<file path="config.mk">
export PLATFORM = sky130hd
export DESIGN_NAME = regbank85_flat
export DESIGN_NICKNAME = d
export VERILOG_FILES = /design/src/rtl/regbank85_pkg.sv /design/src/rtl/regbank85_if.sv /design/src/rtl/regbank85_pair_incdec.sv /design/src/rtl/regbank85.sv /design/src/flat_wrapper.sv
export SDC_FILE = /design/constraint.sdc
export NUM_CORES = 1
export LEC_CHECK = 0
export CORE_MARGIN = 3
export CORE_UTILIZATION = 52
export CTS_CLUSTER_DIAMETER = 80
export DETAILED_ROUTE_END_ITERATION = 10
export GPL_ROUTABILITY_DRIVEN = 0
export PLACE_DENSITY = 0.72
export SYNTH_ARGS = -nofsm -noshare
export SYNTH_HDL_FRONTEND = slang
export SYNTH_SLANG_ARGS = --single-unit
</file>
<file path="constraint.sdc">
create_clock -name clk -period 4.7 [get_ports clk]
set_input_delay 1.41 -clock clk [delete_from_list [all_inputs] [get_ports clk]]
set_output_delay 1.41 -clock clk [all_outputs]
set_load 0.05 [all_outputs]
</file>
<file path="src/rtl/regbank85_pkg.sv">
// regbank85_pkg: shared codes for the 8085 register bank.
//   Byte select codes, register-pair codes, load-sequencer state encoding
//   and the field widths used by the interface and the RTL.
package regbank85_pkg;

  localparam int unsigned DATASIZE_DEF = 8;
  localparam int unsigned SEL_W        = 3;
  localparam int unsigned PAIR_W       = 2;
  localparam int unsigned NUM_BYTES    = 8;

  typedef enum logic [SEL_W-1:0] {
    REG_B    = 3'b000,
    REG_C    = 3'b001,
    REG_D    = 3'b010,
    REG_E    = 3'b011,
    REG_H    = 3'b100,
    REG_L    = 3'b101,
    REG_NONE = 3'b110,
    REG_A    = 3'b111
  } reg_sel_e;

  typedef enum logic [PAIR_W-1:0] {
    PAIR_BC = 2'b00,
    PAIR_DE = 2'b01,
    PAIR_HL = 2'b10,
    PAIR_SP = 2'b11
  } pair_sel_e;

  typedef enum logic [1:0] {
    ST_IDLE    = 2'd0,
    ST_LOAD_LO = 2'd1,
    ST_LOAD_HI = 2'd2
  } state_e;

endpackage

</file>
<file path="src/rtl/regbank85_if.sv">
// regbank85_if: byte/pair access bus of the register bank.
//   enb, sel, data_in       byte write strobe, byte select, write/load data
//   data_out                byte read at sel (combinational)
//   psel, pinc, pdec, pload pair select, increment, decrement, two-byte load start
//   pdata_out               pair read at psel (combinational)
//   busy, done              load sequence in progress / completion pulse
interface regbank85_if #(
  parameter int unsigned DATASIZE = 8
);
  import regbank85_pkg::*;

  logic                    enb;
  logic [SEL_W-1:0]        sel;
  logic [DATASIZE-1:0]     data_in;
  logic [DATASIZE-1:0]     data_out;
  logic [PAIR_W-1:0]       psel;
  logic                    pinc;
  logic                    pdec;
  logic                    pload;
  logic [2*DATASIZE-1:0]   pdata_out;
  logic                    busy;
  logic                    done;

  modport master (
    output enb, sel, data_in, psel, pinc, pdec, pload,
    input  data_out, pdata_out, busy, done
  );

  modport slave (
    input  enb, sel, data_in, psel, pinc, pdec, pload,
    output data_out, pdata_out, busy, done
  );

endinterface

</file>
<file path="src/rtl/regbank85_pair_incdec.sv">
// regbank85_pair_incdec: combinational +1 / -1 / hold on a register pair.
//   i_val    pair value
//   i_inc    increment request
//   i_dec    decrement request (both together hold the value)
//   o_val_c  resulting value, wraps modulo 2^W
module regbank85_pair_incdec #(
  parameter int unsigned W = 16
) (
  input  logic [W-1:0] i_val,
  input  logic         i_inc,
  input  logic         i_dec,
  output logic [W-1:0] o_val_c
);

  always_comb begin
    o_val_c = i_val;
    if (i_inc && !i_dec) begin
      o_val_c = i_val + W'(1);
    end else if (i_dec && !i_inc) begin
      o_val_c = i_val - W'(1);
    end
  end

endmodule

</file>
<file path="src/rtl/regbank85.sv">
// regbank85: 8085 general register bank (A,B,C,D,E,H,L, SP).
//   clk   system clock, rising edge
//   rst   asynchronous active-low reset
//   bus   regbank85_if slave: byte write/read, pair inc/dec/read,
//         two-byte pair load sequencer with busy/done
module regbank85
  import regbank85_pkg::*;
#(
  parameter int unsigned DATASIZE = DATASIZE_DEF
) (
  input  logic        clk,
  input  logic        rst,
  regbank85_if.slave  bus
);

  localparam int unsigned PW = 2 * DATASIZE;

  // Storage: bytes indexed by select code (slot 6 unused), SP separate
  logic [DATASIZE-1:0] r_byte [NUM_BYTES];
  logic [PW-1:0]       r_sp;

  state_e              r_state;
  state_e              w_state_nxt;
  logic [PAIR_W-1:0]   r_lpair;
  logic [PAIR_W-1:0]   w_lpair_nxt;
  logic                r_done;
  logic                w_done_nxt;

  logic [PW-1:0]       w_pair_val [4];
  logic [PW-1:0]       w_lpair_val;
  logic [PW-1:0]       w_incdec;

  // Single pair write port and single byte write port per cycle
  logic                w_pwe;
  logic [PAIR_W-1:0]   w_pidx;
  logic [PW-1:0]       w_pwdata;
  logic                w_bwe;
  logic [SEL_W-1:0]    w_bidx;
  logic [DATASIZE-1:0] w_bwdata;
  logic                w_pair_hit;

  assign w_pair_val[0] = {r_byte[0], r_byte[1]};
  assign w_pair_val[1] = {r_byte[2], r_byte[3]};
  assign w_pair_val[2] = {r_byte[4], r_byte[5]};
  assign w_pair_val[3] = r_sp;
  assign w_lpair_val   = w_pair_val[r_lpair];

  regbank85_pair_incdec #(.W(PW)) u_incdec (
    .i_val   (w_pair_val[bus.psel]),
    .i_inc   (bus.pinc),
    .i_dec   (bus.pdec),
    .o_val_c (w_incdec)
  );

  // Byte write targets a byte of the pair being incremented/decremented
  assign w_pair_hit = (bus.psel != PAIR_SP) && (bus.sel[SEL_W-1:1] == bus.psel);

  assign bus.data_out  = (bus.sel == REG_NONE) ? '0 : r_byte[bus.sel];
  assign bus.pdata_out = w_pair_val[bus.psel];
  assign bus.busy      = (r_state != ST_IDLE);
  assign bus.done      = r_done;

  // FSM state, latched load target and done pulse
  always_ff @(posedge clk or negedge rst) begin
    if (!rst) begin
      r_state <= ST_IDLE;
      r_lpair <= '0;
      r_done  <= 1'b0;
    end else begin
      r_state <= w_state_nxt;
      r_lpair <= w_lpair_nxt;
      r_done  <= w_done_nxt;
    end
  end

  // Next state and write-port control
  always_comb begin
    w_state_nxt = r_state;
    w_lpair_nxt = r_lpair;
    w_done_nxt  = 1'b0;
    w_pwe       = 1'b0;
    w_pidx      = bus.psel;
    w_pwdata    = w_incdec;
    w_bwe       = 1'b0;
    w_bidx      = bus.sel;
    w_bwdata    = bus.data_in;

    unique case (r_state)
      ST_IDLE: begin
        w_pwe = bus.pinc || bus.pdec;
        w_bwe = bus.enb && (bus.sel != REG_NONE) && !(w_pwe && w_pair_hit);
        if (bus.pload) begin
          w_state_nxt = ST_LOAD_LO;
          w_lpair_nxt = bus.psel;
        end
      end
      ST_LOAD_LO: begin
        if (bus.enb) begin
          w_pwe       = 1'b1;
          w_pidx      = r_lpair;
          w_pwdata    = {w_lpair_val[PW-1:DATASIZE], bus.data_in};
          w_state_nxt = ST_LOAD_HI;
        end
      end
      ST_LOAD_HI: begin
        if (bus.enb) begin
          w_pwe       = 1'b1;
          w_pidx      = r_lpair;
          w_pwdata    = {bus.data_in, w_lpair_val[DATASIZE-1:0]};
          w_state_nxt = ST_IDLE;
          w_done_nxt  = 1'b1;
        end
      end
      default: begin
        w_state_nxt = ST_IDLE;
      end
    endcase
  end

  // Register storage; the two write ports never target the same byte
  always_ff @(posedge clk or negedge rst) begin
    if (!rst) begin
      for (int i = 0; i < int'(NUM_BYTES); i++) begin
        r_byte[i] <= '0;
      end
      r_sp <= '0;
    end else begin
      if (w_pwe) begin
        case (w_pidx)
          PAIR_SP: r_sp <= w_pwdata;
          default: begin
            r_byte[{w_pidx, 1'b0}] <= w_pwdata[PW-1:DATASIZE];
            r_byte[{w_pidx, 1'b1}] <= w_pwdata[DATASIZE-1:0];
          end
        endcase
      end
      if (w_bwe) begin
        r_byte[w_bidx] <= w_bwdata;
      end
    end
  end

endmodule
</file>
<file path="src/flat_wrapper.sv">
// flat-port wrapper written by rule: the top's interface ports become plain ports
module regbank85_flat import regbank85_pkg::*;
#(
  parameter int unsigned DATASIZE = DATASIZE_DEF
)
  (clk, rst, bus_enb, bus_sel, bus_data_in, bus_psel, bus_pinc, bus_pdec, bus_pload, bus_data_out, bus_pdata_out, bus_busy, bus_done);
  regbank85_if #(.DATASIZE(DATASIZE)) bus_i ();
  input  logic clk;
  input  logic rst;
  input wire logic [$bits(bus_i.enb)-1:0] bus_enb;
  input wire logic [$bits(bus_i.sel)-1:0] bus_sel;
  input wire logic [$bits(bus_i.data_in)-1:0] bus_data_in;
  input wire logic [$bits(bus_i.psel)-1:0] bus_psel;
  input wire logic [$bits(bus_i.pinc)-1:0] bus_pinc;
  input wire logic [$bits(bus_i.pdec)-1:0] bus_pdec;
  input wire logic [$bits(bus_i.pload)-1:0] bus_pload;
  output wire logic [$bits(bus_i.data_out)-1:0] bus_data_out;
  output wire logic [$bits(bus_i.pdata_out)-1:0] bus_pdata_out;
  output wire logic [$bits(bus_i.busy)-1:0] bus_busy;
  output wire logic [$bits(bus_i.done)-1:0] bus_done;
  assign bus_i.enb = bus_enb;
  assign bus_i.sel = bus_sel;
  assign bus_i.data_in = bus_data_in;
  assign bus_i.psel = bus_psel;
  assign bus_i.pinc = bus_pinc;
  assign bus_i.pdec = bus_pdec;
  assign bus_i.pload = bus_pload;
  assign bus_data_out = bus_i.data_out;
  assign bus_pdata_out = bus_i.pdata_out;
  assign bus_busy = bus_i.busy;
  assign bus_done = bus_i.done;
  regbank85 #(.DATASIZE(DATASIZE)) u_core (.clk(clk), .rst(rst), .bus(bus_i));
endmodule
</file>
==> impl_metrics.csv <==
group,metric,value,unit
run_status,status,"finished, final reports clean",
grt,grtUsageTotal,32.28,%
power_and_ir_drop,power.share.switching,47.64,%
timing,post-route-period-util,97.87,%
synthesis,async_sr_flop_fraction,100.0,%
grt,grt_pass1_vias,5637,
critical_path,crit_arrival,3190,ps
detailed_routing,drt_iter0_markers,737,
power_and_ir_drop,internal_power_summed_over_all_cells,2.545,mW
power_and_ir_drop,power_density,695.6,nW/um2
hold_path,worstHoldEndpoint,"u_core.r_byte[1]$_DFF_PN0_",
synthesis,synth.yosys.warnings,0,
clock_tree,cts_max_path_buffers,2,
critical_path,startpoint_type,"input pin",
finish,fill_cell_count,897,
clock_tree,worst_skew_pair.late_latency,350,ps
timing,rsz_0062_raised_after_global_routing,"false",
timing,worst_slew_pin_slew,1248,ps
synthesis,mappedNetlistArea,5918,um2
clock_tree,clock_sinks,77,
timing,report.final.setup_viol,0,
power_and_ir_drop,clock_power_share,14.3,%
timing,max_freq,217.4,MHz
flow_run,max_cap_viol_count,0,
synthesis,synth_top_cell_by_area,"dfrtp_1",
detailed_routing,postRouteWirelength,20.23,mm
hold_path,worstHoldStart,"u_core.r_byte[1]$_DFF_PN0_",
finish,layout.nets,718,
critical_path,cp.required,3290,ps
floorplanning,boundaryPins,45,
synthesis,portion_of_synthesized_cell_area_occupied_by_the_leading_cell_type,32.56,%
grt,grt_max_degree,78,
detailed_routing,via_per_inst,6.915,
synthesis,yosys-top-cells-count,"91 x nand2_1, 77 x dfrtp_1, 57 x nor2_1",
floorplanning,floorplan.die.width,112.7,um
clock_tree,cts_tree,"yes",
floorplanning,rows,38,
timing,timing.clock.skew,8.500,ps
critical_path,setup.worst_path.class,"input pin to output port",
finish,antenna-diode-count,0,
grt,grt_remaining_overflow,0,
clock_tree,cts.root.buffer_cell,"clkbuf_16",
timing,fin_tns_setup,0,ps
power_and_ir_drop,vdd.ir_drop.worst,0.5163,mV
power_and_ir_drop,design_power_total,4.860,mW
finish,final_layout_size_suffix_gt1_share,22.92,%
synthesis,synth-seq-cells,77,
detailed_routing,routed_wire_length_per_instance,24.15,um
grt,first_pass_grt_wire_length,31.67,mm
detailed_routing,number_of_optimization_iterations_in_the_first_detailed_route_pass,5,
finish,area.growth.synth_to_final,18.08,%
placed_design,detailed_place_hpwl,14.37,mm
synthesis,mappedNetlistNets,671,
grt,antenna_violations_before_repair,0,
critical_path,worstReg2RegStart,"u_core.r_state[0]$_DFFE_PN0P_",
detailed_routing,routed-via-count,5795,
critical_path,r2r.worst_path.cells,10,
synthesis,synthesis.area_per_instance,9.161,um2
timing,max_slew_margin,16.13,%
critical_path,endpoint_kind,"output port",
clock_tree,cts_max_level,3,
synthesis,yosysSeqAreaShare,32.56,%
hold_path,hold_depth,1,
power_and_ir_drop,leakage_component_of_the_power,2.926,nW
floorplanning,core_area,10980,um2
timing,timing.final.hold_violations,0,
clock_tree,cts.clk_slew.worst_paths,60,ps
detailed_routing,post-route-drc-count,0,
placed_design,numPortBuffers,44,
hold_path,hold_path.class,"flip-flop to flip-flop",
floorplanning,die_h,112.7,um
synthesis,synth_cell_type_count,66,
synthesis,synth.most_common_cell,"nand2_1",
floorplanning,initial_core_util,53.88,%
power_and_ir_drop,comb_power_share,59.3,%
critical_path,regToRegEndpoint,"u_core.r_byte[43]$_DFF_PN0_",
power_and_ir_drop,p_sw,2.315,mW
synthesis,number_of_synthesized_flops_with_an_enable_pin,0,
critical_path,r2r_setup_slack,1350,ps
floorplanning,die-area,12700,um2
power_and_ir_drop,share_seq_of_total_power,26.5,%
detailed_routing,drtAntennaViolNets,0,
timing,finalWorstPathRequiredPeriod,4600,ps
critical_path,critPathMaxFanout,5,
finish,final_core_util,63.63,%
synthesis,synth_area_leaders,"dfrtp_1 33%, mux4_2 13%, nand2_1 5.8%, mux2i_1 4.9%, mux2_2 4.4%",
clock_tree,cts-buffers-inserted,9,
synthesis,synth_ff_type,"dfrtp_1",
timing,finalMaxSlewViolations,0,
synthesis,synthesis.instances,646,
## how the worst max path moves through the flow
stage | start | endpoint | slack, ps | cells past startpoint
2_1_floorplan | bus_sel[1] | bus_data_out[1] | 90 | 5
3_3_place_gp | bus_psel[0] | u_core.r_byte[62]$_DFF_PN0_ | 40 | 11
3_5_place_dp | bus_psel[0] | u_core.r_byte[46]$_DFF_PN0_ | 1 | 11
4_1_cts | bus_sel[2] | bus_data_out[2] | 30 | 6
5_1_grt | bus_sel[1] | bus_data_out[6] | 20 | 8
6_report | bus_sel[1] | bus_data_out[2] | 100 | 7
## power groups by stage
stage                     clock network, mW  logic [mW]  registers, mW
after floorplan                           0        2.03           1.11
after global placement                    0        2.74           1.25
after detailed placement                  0        2.82           1.27
after CTS                             0.697        2.83           1.26
after global routing                  0.728        3.08           1.30
final                                 0.693        2.88           1.29
## flip-flops by register name, indices dropped and copies added, names as in the netlist
name	flops
u_core.bus.done	1
u_core.r_lpair	2
u_core.r_state	2
u_core.r_byte	56
u_core.r_sp	16
## routing by layer
| metal | vias to the layer above | GRT usage (%) | wire, um | part of all wire [%] |
|---|---|---|---|---|
| met5 | - | 0 | 0 | 0 |
| li1 | 2507 | - | - | - |
| met1 | 2834 | 44.85 | 7860 | 39 |
| met4 | 0 | 12.02 | 616 | 3.0 |
| met2 | 390 | 48.62 | 9267 | 46 |
| met3 | 64 | 8.733 | 2490 | 12 |
## cell type report
class	count	area, um2	area share [%]
Timing Repair Buffer	86	808.3	11.57
Clock inverter	7	66.31	0.9490
Tap cell	140	175.2	2.507
Inverter	13	48.80	0.6983
Sequential cell	77	1927	27.57
Clock buffer	9	225.2	3.223
Multi-Input combinational cell	506	3737	53.48
## cells by family (layout without fill, tap and decap cells)
logic type               after synthesis  count (layout)  synth area share (%)
AND/OR/NAND/NOR                      226             226                 17.61
AO/OA/AOI/OAI                        181             181                 20.82
multiplexers                          86              86                 22.28
flip-flops                            77              77                 32.56
buffers and inverters                 63             115                 4.419
XOR/XNOR                               7               7                 1.036
adder cells (fa/ha/maj)                6               6                 1.268
## stage by stage
stage,cell area [um2],setup WS [ps],std cells,hold WS [ps]
3_5_place_dp,6686,1.176,822,489.7
4_1_cts,6980,28.05,838,502.9
3_3_place_gp,6686,35.24,822,475.4
2_1_floorplan,5918,91.18,646,449.6
6_report,6988,100.1,838,505.3
5_1_grt,6988,18.93,838,511.6
## cell usage in the layout (no fill, tap or decap), types with 4 or more instances in the layout
cell / count
mux4_2: 33
mux2_2: 23
nor2_1: 55
a21o_1: 6
or2_2: 7
o21ai_1: 4
a221o_1: 5
a22oi_1: 10
a211oi_1: 6
mux2i_1: 29
a221oi_1: 13
a31oi_1: 17
clkdlybuf4s50_1: 18
and2_1: 6
buf_4: 58
nand3_1: 14
clkinv_2: 4
buf_12: 9
dfrtp_1: 77
nand2b_1: 7
o21a_1: 4
xnor2_1: 5
nand2_1: 91
o22a_1: 4
nor3_1: 9
o21ai_0: 48
or3_1: 7
clkbuf_16: 9
inv_1: 13
and3_1: 9
ha_1: 6
a21oi_1: 32
## timing repair
| action | CTS | global route |
|---|---|---|
| gates resized for setup | 1 | 2 |
| buffers inserted | 0 | 0 |
| setup endpoints to repair | 1 | 2 |
| hold buffers | 0 | 0 |
## worst max-delay path, cell delays in order
cell             delay [ps]
clkdlybuf4s50_1         520
buf_4                   210
nor2_2                  240
a22oi_1                 150
o22a_1                  210
o21ai_0                 240
buf_12                  220
(Power assumes the default switching activity.)
